### src/rtl/matrix_pkg.sv
// Shared types and constants for the 4x4 fixed-point matrix multiplier.
package matrix_pkg;

   localparam int DEF_WIDTH = 32;
   localparam int DEF_FRAC  = 12;
   localparam int DIM       = 4;
   localparam int NELEM     = DIM * DIM;

   localparam logic [31:0] ONE = 32'h0000_1000;

   typedef enum logic [1:0] {
      IDLE = 2'd0,
      MAC  = 2'd1,
      DONE = 2'd2
   } state_t;

endpackage

### src/rtl/matrix_mac.sv
// Multiply-accumulate datapath: full-precision product, wide accumulator,
// shift and narrow to WIDTH. MATRIX_MULTIPLY_SAT_EN selects saturation.
module matrix_mac
   import matrix_pkg::*;
#(
   parameter int WIDTH = DEF_WIDTH,
   parameter int FRAC  = DEF_FRAC
) (
   input  logic             clk,
   input  logic             rst,
   input  logic             clr,
   input  logic             en,
   input  logic             last,
   input  logic [WIDTH-1:0] a,
   input  logic [WIDTH-1:0] b,
   output logic [WIDTH-1:0] result
);

   localparam int AW = 2 * WIDTH + 2;

   logic signed [2*WIDTH-1:0] ax;
   logic signed [2*WIDTH-1:0] bx;
   logic signed [2*WIDTH-1:0] prod;
   logic signed [AW-1:0]      acc;
   logic signed [AW-1:0]      sum;

   assign ax   = {{WIDTH{a[WIDTH-1]}}, a};
   assign bx   = {{WIDTH{b[WIDTH-1]}}, b};
   assign prod = ax * bx;
   assign sum  = acc + {{2{prod[2*WIDTH-1]}}, prod};

`ifdef MATRIX_MULTIPLY_SAT_EN
   logic signed [AW-1:0]   sh;
   logic [AW-WIDTH:0]      hi;

   assign sh = sum >>> FRAC;
   assign hi = sh[AW-1:WIDTH-1];

   // In range only when every bit above the result sign matches it.
   always_comb begin
      result = sh[WIDTH-1:0];
      if (!(&hi || ~|hi)) begin
         if (sh[AW-1])
            result = {1'b1, {(WIDTH-1){1'b0}}};
         else
            result = {1'b0, {(WIDTH-1){1'b1}}};
      end
   end
`else
   assign result = WIDTH'(sum >>> FRAC);
`endif

   always_ff @(posedge clk or posedge rst) begin
      if (rst)
         acc <= '0;
      else if (clr)
         acc <= '0;
      else if (en)
         acc <= last ? '0 : sum;
   end

endmodule

### src/rtl/matrix_multiply.sv
// 4x4 signed fixed-point matrix multiply, one MAC per cycle (64 cycles).
// Define MATRIX_MULTIPLY_SAT_EN for saturating output narrowing.
module matrix_multiply
   import matrix_pkg::*;
#(
   parameter int WIDTH = DEF_WIDTH,
   parameter int FRAC  = DEF_FRAC
) (
   input  logic                  clk,
   input  logic                  rst,
   input  logic                  start,
   input  logic [16*WIDTH-1:0]   Ain,
   input  logic [16*WIDTH-1:0]   Bin,
   output logic [16*WIDTH-1:0]   Cout,
   output logic                  busy,
   output logic                  done
);

   state_t state;

   logic [1:0] row;
   logic [1:0] col;
   logic [1:0] k;

   logic [WIDTH-1:0] a_q [NELEM];
   logic [WIDTH-1:0] b_q [NELEM];
   logic [WIDTH-1:0] c_q [NELEM];

   logic [16*WIDTH-1:0] c_flat;
   logic [WIDTH-1:0]    mac_res;
   logic                load;
   logic                store;
   logic                last;

   assign last  = (k == 2'd3);
   assign load  = (state == IDLE) && start;
   assign store = (state == MAC) && last;

   matrix_mac #(
      .WIDTH (WIDTH),
      .FRAC  (FRAC)
   ) u_mac (
      .clk    (clk),
      .rst    (rst),
      .clr    (load),
      .en     (state == MAC),
      .last   (last),
      .a      (a_q[{row, k}]),
      .b      (b_q[{k, col}]),
      .result (mac_res)
   );

   // Operand and result arrays carry no reset; only the FSM does.
   always_ff @(posedge clk) begin
      if (load) begin
         for (int i = 0; i < NELEM; i++) begin
            a_q[i] <= Ain[i*WIDTH +: WIDTH];
            b_q[i] <= Bin[i*WIDTH +: WIDTH];
         end
      end
      if (store)
         c_q[{row, col}] <= mac_res;
   end

   always_comb begin
      c_flat = '0;
      for (int i = 0; i < NELEM; i++)
         c_flat[i*WIDTH +: WIDTH] = c_q[i];
   end

   always_ff @(posedge clk or posedge rst) begin
      if (rst) begin
         state <= IDLE;
         busy  <= 1'b0;
         done  <= 1'b0;
         Cout  <= '0;
         row   <= '0;
         col   <= '0;
         k     <= '0;
      end else begin
         unique case (state)
            IDLE: begin
               done <= 1'b0;
               if (start) begin
                  row   <= '0;
                  col   <= '0;
                  k     <= '0;
                  busy  <= 1'b1;
                  state <= MAC;
               end
            end
            MAC: begin
               k <= k + 2'd1;
               if (last) begin
                  col <= col + 2'd1;
                  if (col == 2'd3) begin
                     row <= row + 2'd1;
                     if (row == 2'd3) begin
                        busy  <= 1'b0;
                        state <= DONE;
                     end
                  end
               end
            end
            DONE: begin
               if (!done) begin
                  done <= 1'b1;
                  Cout <= c_flat;
               end
               if (!start)
                  state <= IDLE;
            end
            default: state <= IDLE;
         endcase
      end
   end

endmodule

### config.mk
export PLATFORM = sky130hd
export DESIGN_NAME = matrix_multiply
export DESIGN_NICKNAME = d
export VERILOG_FILES = /design/src/rtl/matrix_pkg.sv /design/src/rtl/matrix_mac.sv /design/src/rtl/matrix_multiply.sv
export SDC_FILE = /design/constraint.sdc
export NUM_CORES = 2
export LEC_CHECK = 0
export CORE_AREA = 5 5 605 607
export CTS_CLUSTER_DIAMETER = 60
export DETAILED_ROUTE_END_ITERATION = 12
export DIE_AREA = 0 0 610 612
export PLACE_DENSITY = 0.55
export SYNTH_ARGS = -nofsm -noshare
export SYNTH_HDL_FRONTEND = slang
export SYNTH_SLANG_ARGS = --single-unit
### constraint.sdc
create_clock -name clk -period 40.1 [get_ports clk]
set_input_delay 4.01 -clock clk [delete_from_list [all_inputs] [get_ports clk]]
set_output_delay 4.01 -clock clk [all_outputs]
set_load 0.02 [all_outputs]
**Yosys cells after proc, flatten, opt, wreduce, memory -nomap -nowiden**

Memories as Yosys holds them, arrays and structs flattened. A register that Yosys moved wholly into a read port is not among the register bits.
Index checks and enable logic that the tools add are counted.

- Output and inout port bits: 514
- Logic and storage cells: 64
- Memories kept: 3
- Bits in latches: 0
- Bits in writable memories: 1536
- Bits in read-only memories: 0
- Flip-flop bits (word level): 76
- Input bits: 1027

Memory list:

| name | depth | width | rd ports | clocked after memory_dff | write ports | RTL line | source |
|---|---|---|---|---|---|---|---|
| a_q | 16 | 32 | 1 | 0 | 16 | matrix_multiply.sv:25 | `logic [WIDTH-1:0] a_q [NELEM];` |
| b_q | 16 | 32 | 1 | 0 | 16 | matrix_multiply.sv:26 | `logic [WIDTH-1:0] b_q [NELEM];` |
| c_q | 16 | 32 | 16 | 16 | 1 | matrix_multiply.sv:27 | `logic [WIDTH-1:0] c_q [NELEM];` |

- Equality and inequality tests: 10
- Reduce and logical (&&, ||, !) cells: 12
- Add/subtract/negate cells: 4
- Divide/modulo/power cells: 0
- Bitwise gates (word level): 1
- Muxes and demuxes: 26
- Shift-type cells: 0
- $lt $le $gt $ge: 0
- Multipliers: 1

Operators with widths:

| operator | number |
|---|---|
| $mux W66 | 3 |
| $add A66 B66 Y66 | 1 |
| $mul A32 B32 Y64 | 1 |
| $mux W2 | 9 |
| $pmux W2 S2 | 3 |
| $ne A2 B2 Y1 const B | 5 |
| $reduce_and A5 Y1 | 2 |
| $eq A2 B2 Y1 const B | 4 |
| $mux W1 | 8 |
| $add A2 B1 Y2 const B | 3 |
| $pmux W2 S3 | 1 |
| $reduce_bool A2 Y1 | 3 |
| $pmux W1 S2 | 2 |
| $reduce_and A2 Y1 | 2 |
| $reduce_and A4 Y1 | 1 |
| $reduce_and A3 Y1 | 1 |
| $eq A2 B1 Y1 const B | 1 |
| $logic_and A1 B1 Y1 | 2 |
| $logic_not A2 Y1 | 1 |
| $not A1 Y1 | 1 |

**Logic depth before layout (Yosys ltp)**

An unclocked memory read counts as a cell.

- Depth in word-level cells: 6
- Mapped depth: 55
- Gate-level depth less buffers: 43

**Hierarchy**

From an unflattened synthesis, not the netlist that was laid out.

- Cell total of the unflattened synthesis: 6523
- Area, all modules: 103481.7 µm²

By module, submodules not included:

| module | sequential area each (µm²) | instances | cells each | area each (µm²) |
|---|---|---|---|---|
| matrix_multiply | 59186.8 | 1 | 3231 | 73289.0 |
| matrix_mac | 1101.1 | 1 | 3292 | 30192.7 |

**Least setup slack after synthesis**

OpenSTA, ideal clock, no wires.

- Kind: input port to flip-flop
- Start point: in start
- End point: reg row[1]
- Library setup time: 153 ps
- Path slack: 10684 ps
- Required time: 39947 ps
- Data arrival time: 29263 ps
- Cell stages on the path: 3
- Path buffers: 0
- Cells stage by stage: and3_1 o22ai_1 a32o_1

- Longest elaborated chain between the ends: 2

Ends and longest elaborated chain:

| item | RTL line | source |
|---|---|---|
| from (decl) | matrix_multiply.sv:11 | `input logic start,` |
| $ne A2 B2 Y1 (no line) | -- |  |
| $reduce_and A4 Y1 (no line) | -- |  |
| to (signal assigned) | matrix_multiply.sv:97 | `row <= row + 2'd1;` |
| to (decl) | matrix_multiply.sv:21 | `logic [1:0] row;` |

Every way passes these cells.
A chain may end at the register's enable or synchronous reset.

**Worst setup path in the final report**

- Start point: reg col[0]
- End point: mem c_q[6][22] (netlist bit) (data pin)

- Longest elaborated chain between the ends: 3

Ends and longest elaborated chain:

| item | RTL line | source |
|---|---|---|
| from (decl) | matrix_multiply.sv:22 | `logic [1:0] col;` |
| from (signal assigned) | matrix_multiply.sv:95 | `col <= col + 2'd1;` |
| $mem_v2 Z16 W32 | -- |  |
| $mul A32 B32 Y64 | matrix_mac.sv:29 | `assign prod = ax * bx;` |
| $add A66 B66 Y66 | matrix_mac.sv:30 | `assign sum = acc + {{2{prod[2*WIDTH-1]}}, prod};` |
| named net mac_res[22] | matrix_multiply.sv:30 | `logic [WIDTH-1:0] mac_res;` |
| to (decl) | matrix_multiply.sv:27 |  |

The timed path passes the listed nets, and every way through them passes these cells.

==> impl_metrics.toml <==
[grt]
grt_max_degree = 197
antenna_found_initial = 137
grt-ovfl-total = 0
grt_pass1_wl_mm = 504
grt_usage = 0.187
grt_pass1_vias = 67700

[run]
max_cap_viol_count = 0

[floorplanning]
boundaryPins = 1541
die_x_um = 610
start_util = 0.289
die_y_um = 612
rows = 221
fp.dieArea_um2 = 373000
fp.coreArea_um2 = 361000

[critical_path]
crit_path_start_kind = "flop"
slowest_stage = "buf_4"
crit_arrival_ns = 14.71
cp_top_family = "adder cells"
worstSetupPathType = "reg -> reg"
path_common_cell = "fa_1"
end_kind = "flop"
critPathMaxFanout = 50
worstPathRequired_ns = 40.62
worst-path-buf-inv = 8
cpPeakStageDelay_ns = 0.86

[layout]
nFillCells = 34000
mostFrequentLayoutCell = "clkdlybuf4s50_1"
final_cell_mix = "1540 x clkdlybuf4s50_1, 1536 x edfxtp_1, 828 x inv_1"
areaGrowthSynthToFinish_pct = 29.3
nNetsFinal = 10500
drive_gt1_frac = 0.165

[synthesis]
synth_compound_area_frac = 0.0291
netlist-cell-type-count = 71
synth_mux_area_frac = 0.114
yosysSeqAreaShare = 0.579
ys.warnings.count = 0
synth_top_family_by_area = "adder cells"
synth-edff-count = 1536
synthXorXnorAreaFrac = 0.0106
synth.cell_area_um2 = 104000
yosys.area_share.adder = 0.170
synth_cells = 6846
synth-simple-area-share = 0.0512
syn-mean-instance-area_um2 = 15.2
synthFlopType = "edfxtp_1"
async_reset_ff_frac = 0.269
synth_fp_nets = 8839
synth_seq_cells = 2102

[timing]
slew_headroom = 0.164
final.setup.worst_slack_ns = 25.92
min_period_over_period = 0.354
worst_pin_slew_ns = 1.25
timing.setup.tns_ns = 0
setup_viol = 0
grt_setup_unrepaired = "no"
drv_slew = 0
skew_ns = 0.103
finalHoldViolCount = 0
clock.fmax_ghz = 0.0705
finalCriticalPeriod_ns = 14.18

[clocking]
cts_max_path_buffers = 4
cts_root_buf = "clkbuf_16"
cts_resized = 0
insertion_delay_ns = 0.93
post-cts-setup-buffers = 0
h-tree-depth = 4
cts_buffers = 243
cts.sinks = 2102
cts_tree = "built"
cts_hold_buf = 0
clk_pin_slew_ns = 0.06

[route]
drtIter0Drc = 4284
vias = 62700
drc = 0
routedWlPerCell_um = 26.4
vias_per_cell = 4.62
wl_mm = 358
ant_nets = 0
dr.pass1.iters = 5

[run_status]
status = "completed"

[placement]
numPortBuffers = 1540
dp_hpwl_mm = 273
routabilityCongestion = 0.886
post-place-ws_ns = 25.74

[hold_path]
worstHoldPathType = "reg -> reg"
## final cells by class
| type | instances | area (um^2) | share of cell area |
|---|---|---|---|
| Timing Repair Buffer | 1702 | 16700 | 0.124 |
| Antenna cell | 51 | 128 | 0.000949 |
| Sequential cell | 2102 | 60300 | 0.448 |
| Inverter | 837 | 3150 | 0.0234 |
| Tap cell | 4794 | 6000 | 0.0446 |
| Clock inverter | 163 | 2170 | 0.0161 |
| Clock buffer | 298 | 6480 | 0.0482 |
| Multi-Input combinational cell | 3605 | 39600 | 0.294 |
## cells by family after synthesis
family / after synthesis
AO/OA/AOI/OAI: 449
XOR/XNOR: 117
adder cells (fa/ha/maj): 966
buffers and inverters: 1139
flip-flops: 2102
multiplexers: 838
AND/OR/NAND/NOR: 1235
## sequential cells by signal, summed over array words and instances (netlist names), 44 cells and up
name / count
u_mac.acc: 44
c_q: 512
a_q: 512
b_q: 512
Cout: 512
## worst register-to-register path, delay by kind of cell (launching register included)
kind / cells / cell delay, ns
multiplexers: 1 / 0.75
AND/OR/NAND/NOR: 6 / 1.02
AO/OA/AOI/OAI: 15 / 3.47
XOR/XNOR: 2 / 0.98
flip-flops: 1 / 0.57
buffers and inverters: 8 / 2.76
adder cells (fa/ha/maj): 10 / 4.25
## through the flow
stage          hold slack (ns)   util  cells  area, um^2
2_1_floorplan            0.454      -   6846      104000
3_3_place_gp             0.455  0.349  13000      126000
3_5_place_dp             0.461  0.349  13000      126000
4_1_cts                  0.400  0.373  13500      134000
5_1_grt                  0.401  0.373  13500      135000
6_report                 0.411  0.373  13600      135000
## final timing paths
check	endpoint	depth (start not counted)	startpoint	slack (ns)
min in group asynchronous	Cout[191]	2	rst	3.66
max	c_q[6][22]	42	col[0]	25.92
max in group asynchronous	Cout[417]	7	rst	32.46
min	Cout[384]	1	c_q[12][0]	0.41
max reg2reg	c_q[6][22]	42	col[0]	25.92
min reg2reg	Cout[384]	1	c_q[12][0]	0.41
## cells in the mapped netlist (31+ instances only)
| cell | n | area, um^2 |
|---|---|---|
| a21o_1 | 48 | 360 |
| a21oi_1 | 94 | 470 |
| a221oi_1 | 40 | 350 |
| clkbuf_1 | 218 | 818 |
| dfrtp_1 | 566 | 14200 |
| edfxtp_1 | 1536 | 46100 |
| fa_1 | 747 | 15000 |
| ha_1 | 219 | 2740 |
| inv_1 | 830 | 3120 |
| mux2_2 | 519 | 5840 |
| mux2i_1 | 99 | 991 |
| mux4_2 | 201 | 4530 |
| nand2_1 | 392 | 1470 |
| nand2b_1 | 106 | 663 |
| nand3_1 | 44 | 220 |
| nor2_1 | 551 | 2070 |
| o21ai_0 | 90 | 450 |
| or2_2 | 35 | 219 |
| xnor2_1 | 79 | 692 |
| xor2_1 | 31 | 272 |
## per-layer routing
layer  wire, um  vias up  track usage
met1     136000    32500        0.222
met4      13200       86       0.0622
met5        575        -            0
li1           -    27100            -
met2     185000     2327        0.335
met3      23700      631       0.0424
Power is left out: the tool's default activity adds up to more than one toggle a clock period on the data nets, which glitch-free logic cannot reach.
